## src/rtl/multicycle_controller.sv

```systemverilog
// -----------------------------------------------------------------------------
// multicycle_controller
//
// Multi-cycle sequencer for the 8-bit, 2-bit-opcode processor datapath.
// Each instruction is fetched over a req/ready handshake, held in IR, then
// walked through DECODE, EXECUTE and (except for JMP/HALT) WRITEBACK while the
// datapath controls are driven phase by phase. Run gives continuous execution,
// Step a single instruction from IDLE. HALT and FAULT are sticky until Reset.
//
// Ports:
//   Clk            rising-edge clock
//   Reset          synchronous, active-high reset (highest priority)
//   Run            level: execute continuously while high
//   Step           pulse: execute one instruction when seen in IDLE with Run=0
//   IMem_Ready     instruction memory presents valid data this cycle
//   Instruction_In fetched instruction
//   IMem_Req       fetch request (FETCH only)
//   IR             instruction register: opcode [7:6], fields [5:0]
//   IR_Write       high in the FETCH cycle whose edge loads IR
//   PC_Write       one-cycle PC update enable (exactly one per instruction)
//   PCSrc          1 = PC+offset, 0 = PC+1
//   RegWrite       register file write enable (ADD/ADDI writeback)
//   ALUSrc         1 = immediate operand, 0 = register operand
//   ImmSel         immediate select to register file
//   State          current state code (debug)
//   Halted         in HALT
//   Fault          in FAULT (fetch timeout or illegal state)
//   Instr_Count    retired instructions, wraps modulo 2**CNT_WIDTH
// -----------------------------------------------------------------------------
module multicycle_controller #(
    parameter int unsigned FETCH_TIMEOUT = 16,
    parameter int unsigned CNT_WIDTH     = 16
) (
    input  logic                 Clk,
    input  logic                 Reset,
    input  logic                 Run,
    input  logic                 Step,
    input  logic                 IMem_Ready,
    input  logic [7:0]           Instruction_In,
    output logic                 IMem_Req,
    output logic [7:0]           IR,
    output logic                 IR_Write,
    output logic                 PC_Write,
    output logic                 PCSrc,
    output logic                 RegWrite,
    output logic                 ALUSrc,
    output logic                 ImmSel,
    output logic [2:0]           State,
    output logic                 Halted,
    output logic                 Fault,
    output logic [CNT_WIDTH-1:0] Instr_Count
);

    typedef enum logic [2:0] {
        ST_IDLE      = 3'd0,
        ST_FETCH     = 3'd1,
        ST_DECODE    = 3'd2,
        ST_EXECUTE   = 3'd3,
        ST_WRITEBACK = 3'd4,
        ST_HALT      = 3'd5,
        ST_FAULT     = 3'd6,
        ST_ILLEGAL   = 3'd7
    } state_e;

    typedef enum logic [2:0] {
        OP_ADD  = 3'd0,
        OP_ADDI = 3'd1,
        OP_JMP  = 3'd2,
        OP_HALT = 3'd3,
        OP_NOP  = 3'd4
    } op_e;

    localparam logic [7:0]           TMO_LIMIT = 8'(FETCH_TIMEOUT);
    localparam logic [CNT_WIDTH-1:0] CNT_ONE   = CNT_WIDTH'(1);

    // Opcode classification of the instruction register.
    function automatic op_e classify(input logic [7:0] instr);
        op_e op;
        case (instr[7:6])
            2'b00:   op = OP_ADD;
            2'b01:   op = OP_ADDI;
            2'b10:   op = OP_JMP;
            2'b11:   op = (instr[5:0] == 6'h3F) ? OP_HALT : OP_NOP;
            default: op = OP_NOP;
        endcase
        return op;
    endfunction

    state_e                state_q, state_d;
    logic [7:0]            ir_q, ir_d;
    logic [CNT_WIDTH-1:0]  cnt_q, cnt_d;
    logic [7:0]            tmo_q, tmo_d;
    logic                  step_q, step_d;
    logic                  imem_req_q, imem_req_d;
    logic                  pc_write_q, pc_write_d;
    logic                  pc_src_q, pc_src_d;
    logic                  reg_write_q, reg_write_d;
    logic                  alu_src_q, alu_src_d;
    logic                  imm_sel_q, imm_sel_d;
    logic                  halted_q, halted_d;
    logic                  fault_q, fault_d;
    logic                  retire_s;
    op_e                   op_s;

    // IR is stable from DECODE onward, so the class is taken straight from it.
    assign op_s = classify(ir_q);

    // Next-state, instruction register, counters and step latch.
    always_comb begin
        state_d  = state_q;
        ir_d     = ir_q;
        cnt_d    = cnt_q;
        tmo_d    = 8'd0;
        step_d   = step_q;
        retire_s = 1'b0;
        case (state_q)
            ST_IDLE: begin
                if (Run) begin
                    state_d = ST_FETCH;
                end else if (Step) begin
                    state_d = ST_FETCH;
                    step_d  = 1'b1;
                end else begin
                    state_d = ST_IDLE;
                end
            end
            ST_FETCH: begin
                // A ready arriving on the cycle the limit would be hit still wins.
                if (IMem_Ready) begin
                    ir_d    = Instruction_In;
                    state_d = ST_DECODE;
                end else if ((tmo_q + 8'd1) == TMO_LIMIT) begin
                    state_d = ST_FAULT;
                end else begin
                    tmo_d   = tmo_q + 8'd1;
                    state_d = ST_FETCH;
                end
            end
            ST_DECODE: begin
                state_d = ST_EXECUTE;
            end
            ST_EXECUTE: begin
                case (op_s)
                    OP_JMP:  retire_s = 1'b1;
                    OP_HALT: state_d  = ST_HALT;
                    default: state_d  = ST_WRITEBACK;
                endcase
            end
            ST_WRITEBACK: begin
                retire_s = 1'b1;
            end
            ST_HALT: begin
                state_d = ST_HALT;
            end
            ST_FAULT: begin
                state_d = ST_FAULT;
            end
            default: begin
                state_d = ST_FAULT;
            end
        endcase
        // A stepped instruction always returns to IDLE, even if Run rose meanwhile.
        if (retire_s) begin
            cnt_d   = cnt_q + CNT_ONE;
            step_d  = 1'b0;
            state_d = (Run && !step_q) ? ST_FETCH : ST_IDLE;
        end else begin
            cnt_d   = cnt_q;
        end
    end

    // Control outputs are decoded from the state being entered so they are
    // registered and line up with that state's cycle.
    always_comb begin
        imem_req_d  = (state_d == ST_FETCH);
        pc_write_d  = (state_d == ST_WRITEBACK) ||
                      ((state_d == ST_EXECUTE) && (op_s == OP_JMP));
        pc_src_d    = (state_d == ST_EXECUTE) && (op_s == OP_JMP);
        reg_write_d = (state_d == ST_WRITEBACK) &&
                      ((op_s == OP_ADD) || (op_s == OP_ADDI));
        alu_src_d   = ((state_d == ST_EXECUTE) || (state_d == ST_WRITEBACK)) &&
                      (op_s == OP_ADDI);
        imm_sel_d   = alu_src_d;
        halted_d    = (state_d == ST_HALT);
        fault_d     = (state_d == ST_FAULT);
    end

    // State and output registers with synchronous reset.
    always_ff @(posedge Clk) begin
        if (Reset) begin
            state_q     <= ST_IDLE;
            ir_q        <= 8'h00;
            cnt_q       <= {CNT_WIDTH{1'b0}};
            tmo_q       <= 8'd0;
            step_q      <= 1'b0;
            imem_req_q  <= 1'b0;
            pc_write_q  <= 1'b0;
            pc_src_q    <= 1'b0;
            reg_write_q <= 1'b0;
            alu_src_q   <= 1'b0;
            imm_sel_q   <= 1'b0;
            halted_q    <= 1'b0;
            fault_q     <= 1'b0;
        end else begin
            state_q     <= state_d;
            ir_q        <= ir_d;
            cnt_q       <= cnt_d;
            tmo_q       <= tmo_d;
            step_q      <= step_d;
            imem_req_q  <= imem_req_d;
            pc_write_q  <= pc_write_d;
            pc_src_q    <= pc_src_d;
            reg_write_q <= reg_write_d;
            alu_src_q   <= alu_src_d;
            imm_sel_q   <= imm_sel_d;
            halted_q    <= halted_d;
            fault_q     <= fault_d;
        end
    end

    // IR_Write marks the cycle whose closing edge loads IR; Reset suppresses it.
    assign IR_Write    = (state_q == ST_FETCH) && IMem_Ready && !Reset;
    assign IMem_Req    = imem_req_q;
    assign IR          = ir_q;
    assign PC_Write    = pc_write_q;
    assign PCSrc       = pc_src_q;
    assign RegWrite    = reg_write_q;
    assign ALUSrc      = alu_src_q;
    assign ImmSel      = imm_sel_q;
    assign State       = state_q;
    assign Halted      = halted_q;
    assign Fault       = fault_q;
    assign Instr_Count = cnt_q;

endmodule
```

## config.mk

```make
export PLATFORM = sky130hd
export DESIGN_NAME = multicycle_controller
export DESIGN_NICKNAME = d
export VERILOG_FILES = /design/src/rtl/multicycle_controller.sv
export SDC_FILE = /design/constraint.sdc
export NUM_CORES = 1
export LEC_CHECK = 0
export CORE_MARGIN = 5
export CORE_UTILIZATION = 44
export DETAILED_ROUTE_END_ITERATION = 12
export PLACE_DENSITY = 0.86
export RECOVER_POWER = 25
export SLEW_MARGIN = 20
export SYNTH_ARGS = -nofsm -noshare
export SYNTH_HDL_FRONTEND = slang
export SYNTH_SLANG_ARGS = --single-unit
```

## constraint.sdc

```tcl
create_clock -name Clk -period 2.4 [get_ports Clk]
set_input_delay 0.6 -clock Clk [delete_from_list [all_inputs] [get_ports Clk]]
set_output_delay 0.6 -clock Clk [all_outputs]
set_load 0.01 [all_outputs]
```

==> results by group <==
Run status
  – Outcome: finished clean

Setup path
  – Crit path cell chain: ha_1 -> nand3_4 -> or4b_1 -> o311a_2 -> o41a_4 -> o21bai_4 -> o31a_1
  – Critical-path top delay cell: or4b_1
  – Max stage delay on crit path: 0.53 ns
  – Top Family by Delay on Critical Path: compound AO/OA/AOI/OAI gates
  – Critical path peak fanout: 9
  – Arr. time, crit path: 2.50 ns
  – Critical path class: flop to flop
  – Critical path buffers and inverters: 0
  – CP required: 2.59 ns
  – Startpoint Class: flop
  – CP endpoint kind: flop

Pwr
  – Max IR drop VDD: 0.000312 V
  – Int Pwr: 0.00115 W
  – NetSw: 0.000383 W
  – Clock power share: 37.0%
  – Comb pwr share: 13.4%
  – Register share of total power: 49.6%
  – Net Sw Frac: 25.0%
  – LEAKAGE: 0.990 nW
  – Pwr dens: 584 nW/um2

Routing
  – Vias: 1739
  – Drt wl/cell: 13.6 um
  – Initial DRT Pass Iterations: 4
  – Via/cell ratio: 5.21
  – Post-route ant nets: 0
  – Routed Wire Length: 4560 um
  – Starting DRT DRC Count: 107
  – Drt drc: 0

Floorplan
  – Initial Util: 44.9%
  – Ports: 49
  – Die span in y: 76.4 um
  – Full die area: 5840 um2
  – CORE AREA: 4320 um2
  – Rows: 24
  – Die width: 76.4 um

Job
  – Maxcap violations: 0

Layout
  – Most common cell after layout, fill and taps aside: dfxtp_1
  – Antenna Cells: 0
  – Multi-input gate area in the final layout: 1030 um2
  – Layout Nets: 297
  – Area delta synth->final: 35.3%
  – Sequential Area: 861 um2
  – Filler Cells Inserted: 374
  – Post-layout util: 60.7%
  – Share of layout cells above drive strength 1: 8.16%
  – Final Cell Area: 2630 um2
  – Most frequent cells in the layout: dfxtp_1, clkdlybuf4s50_1, nand2_1, nor2_1, a21oi_1

STA
  – Final slew viol count: 0
  – Final critical-path required period: 2.31 ns
  – Finish-stage setup viols: 0
  – RSZ-0062 raised after global routing: no
  – Setup TNS Final: 0 ns
  – Slew @ Worst Pin: 0.521 ns
  – FMAX: 434 MHz
  – Final hold vios: 0
  – Slew margin rel.: 64.3%
  – Hold slack final: 0.462 ns
  – Final Cycle Share: 96.1%
  – Skew final: 0.00963 ns

Global routing
  – GRT overflow: 0
  – Pin count of the biggest net entering global routing: 30
  – Vias in the first global route: 1710
  – Total GRT Usage: 15.9%
  – First-pass GRT wire length: 7680 um
  – Initial antenna violation count: 0

Placed design
  – Hpwl dp: 3340 um
  – Area after DPL: 2520 um2
  – Final Wtd Congestion: 0.819
  – I/O Buffers: 48

Logic synthesis
  – Post-Syn Area: 1940 um2
  – Synthesis Warnings: 0
  – #FFs+latches synth: 43
  – Post-synthesis sequential area ratio: 44.4%
  – Syn_area_per_cell: 8.62 um2
  – Synthesized Nets: 241
  – Mapped Cells: 225
  – Biggest area consumer among synthesized cells: dfxtp_1
  – Distinct cells, synth: 39
  – Synth area leaders: dfxtp_1, nand2_1, nor2_1
  – Post-synth top area share: 44.4%

Hold path
  – Tightest Hold Check Type: flop to flop

Clock network
  – Clock root buffer: clkbuf_8
  – Clk Latency, worst-skew pair: 0.30 ns
  – Sink Count: 43
  – CTS clock-pin slew for the worst setup and hold paths: 0.09 ns
  – Clk buf depth: 2
  – Post-CTS Setup Inserts: 0
  – H-tree levels: 2
  – Hold buffers post-CTS: 0
  – Cts bufs inserted: 5
  – CTS tree: built
metrics by stage:
step	power [W]	worst slack (ns)	cells
finish	0.00153	0.0937	334
global route	0.00159	0.0221	334
CTS	0.00155	0.0906	334
detailed placement	0.000986	-0.0813	326
global placement	0.000980	-0.0777	326
floorplan	0.000882	0.160	225
cell families after synthesis:
group	share of synthesized area (%)
AOI/OAI and AO/OA	10.8
xor gates and xnor gates	9.03
adders and majority gates	1.93
buffers and inverters	2.64
DFF	44.4
muxes	1.10
and+or+nand+nor	30.2
state kept, by name, indices dropped and copies added (netlist names):
name,flops
tmo_q,8
PC_Write,1
ImmSel,1
Fault,1
step_q,1
Halted,1
State,3
PCSrc,1
IR,8
RegWrite,1
IMem_Req,1
Instr_Count,16
per-layer routing:
metal,share of wire [%],wire [um],GRT usage (%),vias to the layer above
li1,-,-,-,882
met1,42,1920,17.9,799
met2,50,2270,27.6,46
met3,5.7,260,4.26,12
met4,2.3,104,7.87,0
met5,0,0,0,-
worst paths after layout:
path                                 end  startpoint  depth (start not counted)  slack, ns
worst max-delay path            IMem_Req    tmo_q[1]                          7       0.09
worst min-delay path              step_q      step_q                          2       0.46
worst max register to register  IMem_Req    tmo_q[1]                          7       0.09
worst min register to register    step_q      step_q                          2       0.46
worst min-delay path, stage by stage (launching register included):
cell and delay (ns):
dfxtp_1 0.31, inv_1 0.06, a21oi_1 0.05
synthesized netlist by cell type:
library cell  count
buf_4             1
and4bb_2          1
inv_1             4
nand3_1           7
a22oi_1           1
a21oi_1          15
o41a_4            1
clkbuf_1          5
o21bai_4          1
nand2_1          34
o311a_2           1
dfxtp_1          43
nand2b_1          6
o21a_1            1
nand3b_1          1
or4_1             1
mux2_2            1
nand4b_1          1
buf_2             2
nand4_1           4
and3_1            6
and2_1            7
o21ai_0           4
or4b_1            1
nand3_4           1
or3_1             5
a31oi_1           5
o31a_1            1
nor2_1           26
ha_1              3
xor2_1           11
xnor2_1           9
nor4_2            1
o31ai_1           1
mux2i_1           1
nor4_1            3
and4_2            1
nor2b_1           4
nor3_1            4
power groups by stage:
| stage | clock (W) | combinational (W) | sequential [W] |
|---|---|---|---|
| finish | 0.000568 | 0.000205 | 0.000761 |
| CTS | 0.000580 | 0.000209 | 0.000761 |
| detailed placement | 0 | 0.000208 | 0.000778 |
| floorplan | 0 | 0.000102 | 0.000781 |
| global route | 0.000605 | 0.000223 | 0.000765 |
| global placement | 0 | 0.000203 | 0.000778 |
cell type report:
cell class                 instances  area share, %
tap                               52           2.48
clock buffer                       5           2.62
inverter                           4          0.572
multi-input combinational        170           39.2
clock inverter                     3           1.67
sequential                        43           32.8
timing repair buffer              57           20.7
timing repair:
item	in CTS	in global routing
setup endpoints to repair	1	0
endpoints found under the hold margin	0	0
resized for setup	1	0
(Power assumes the default switching activity.)
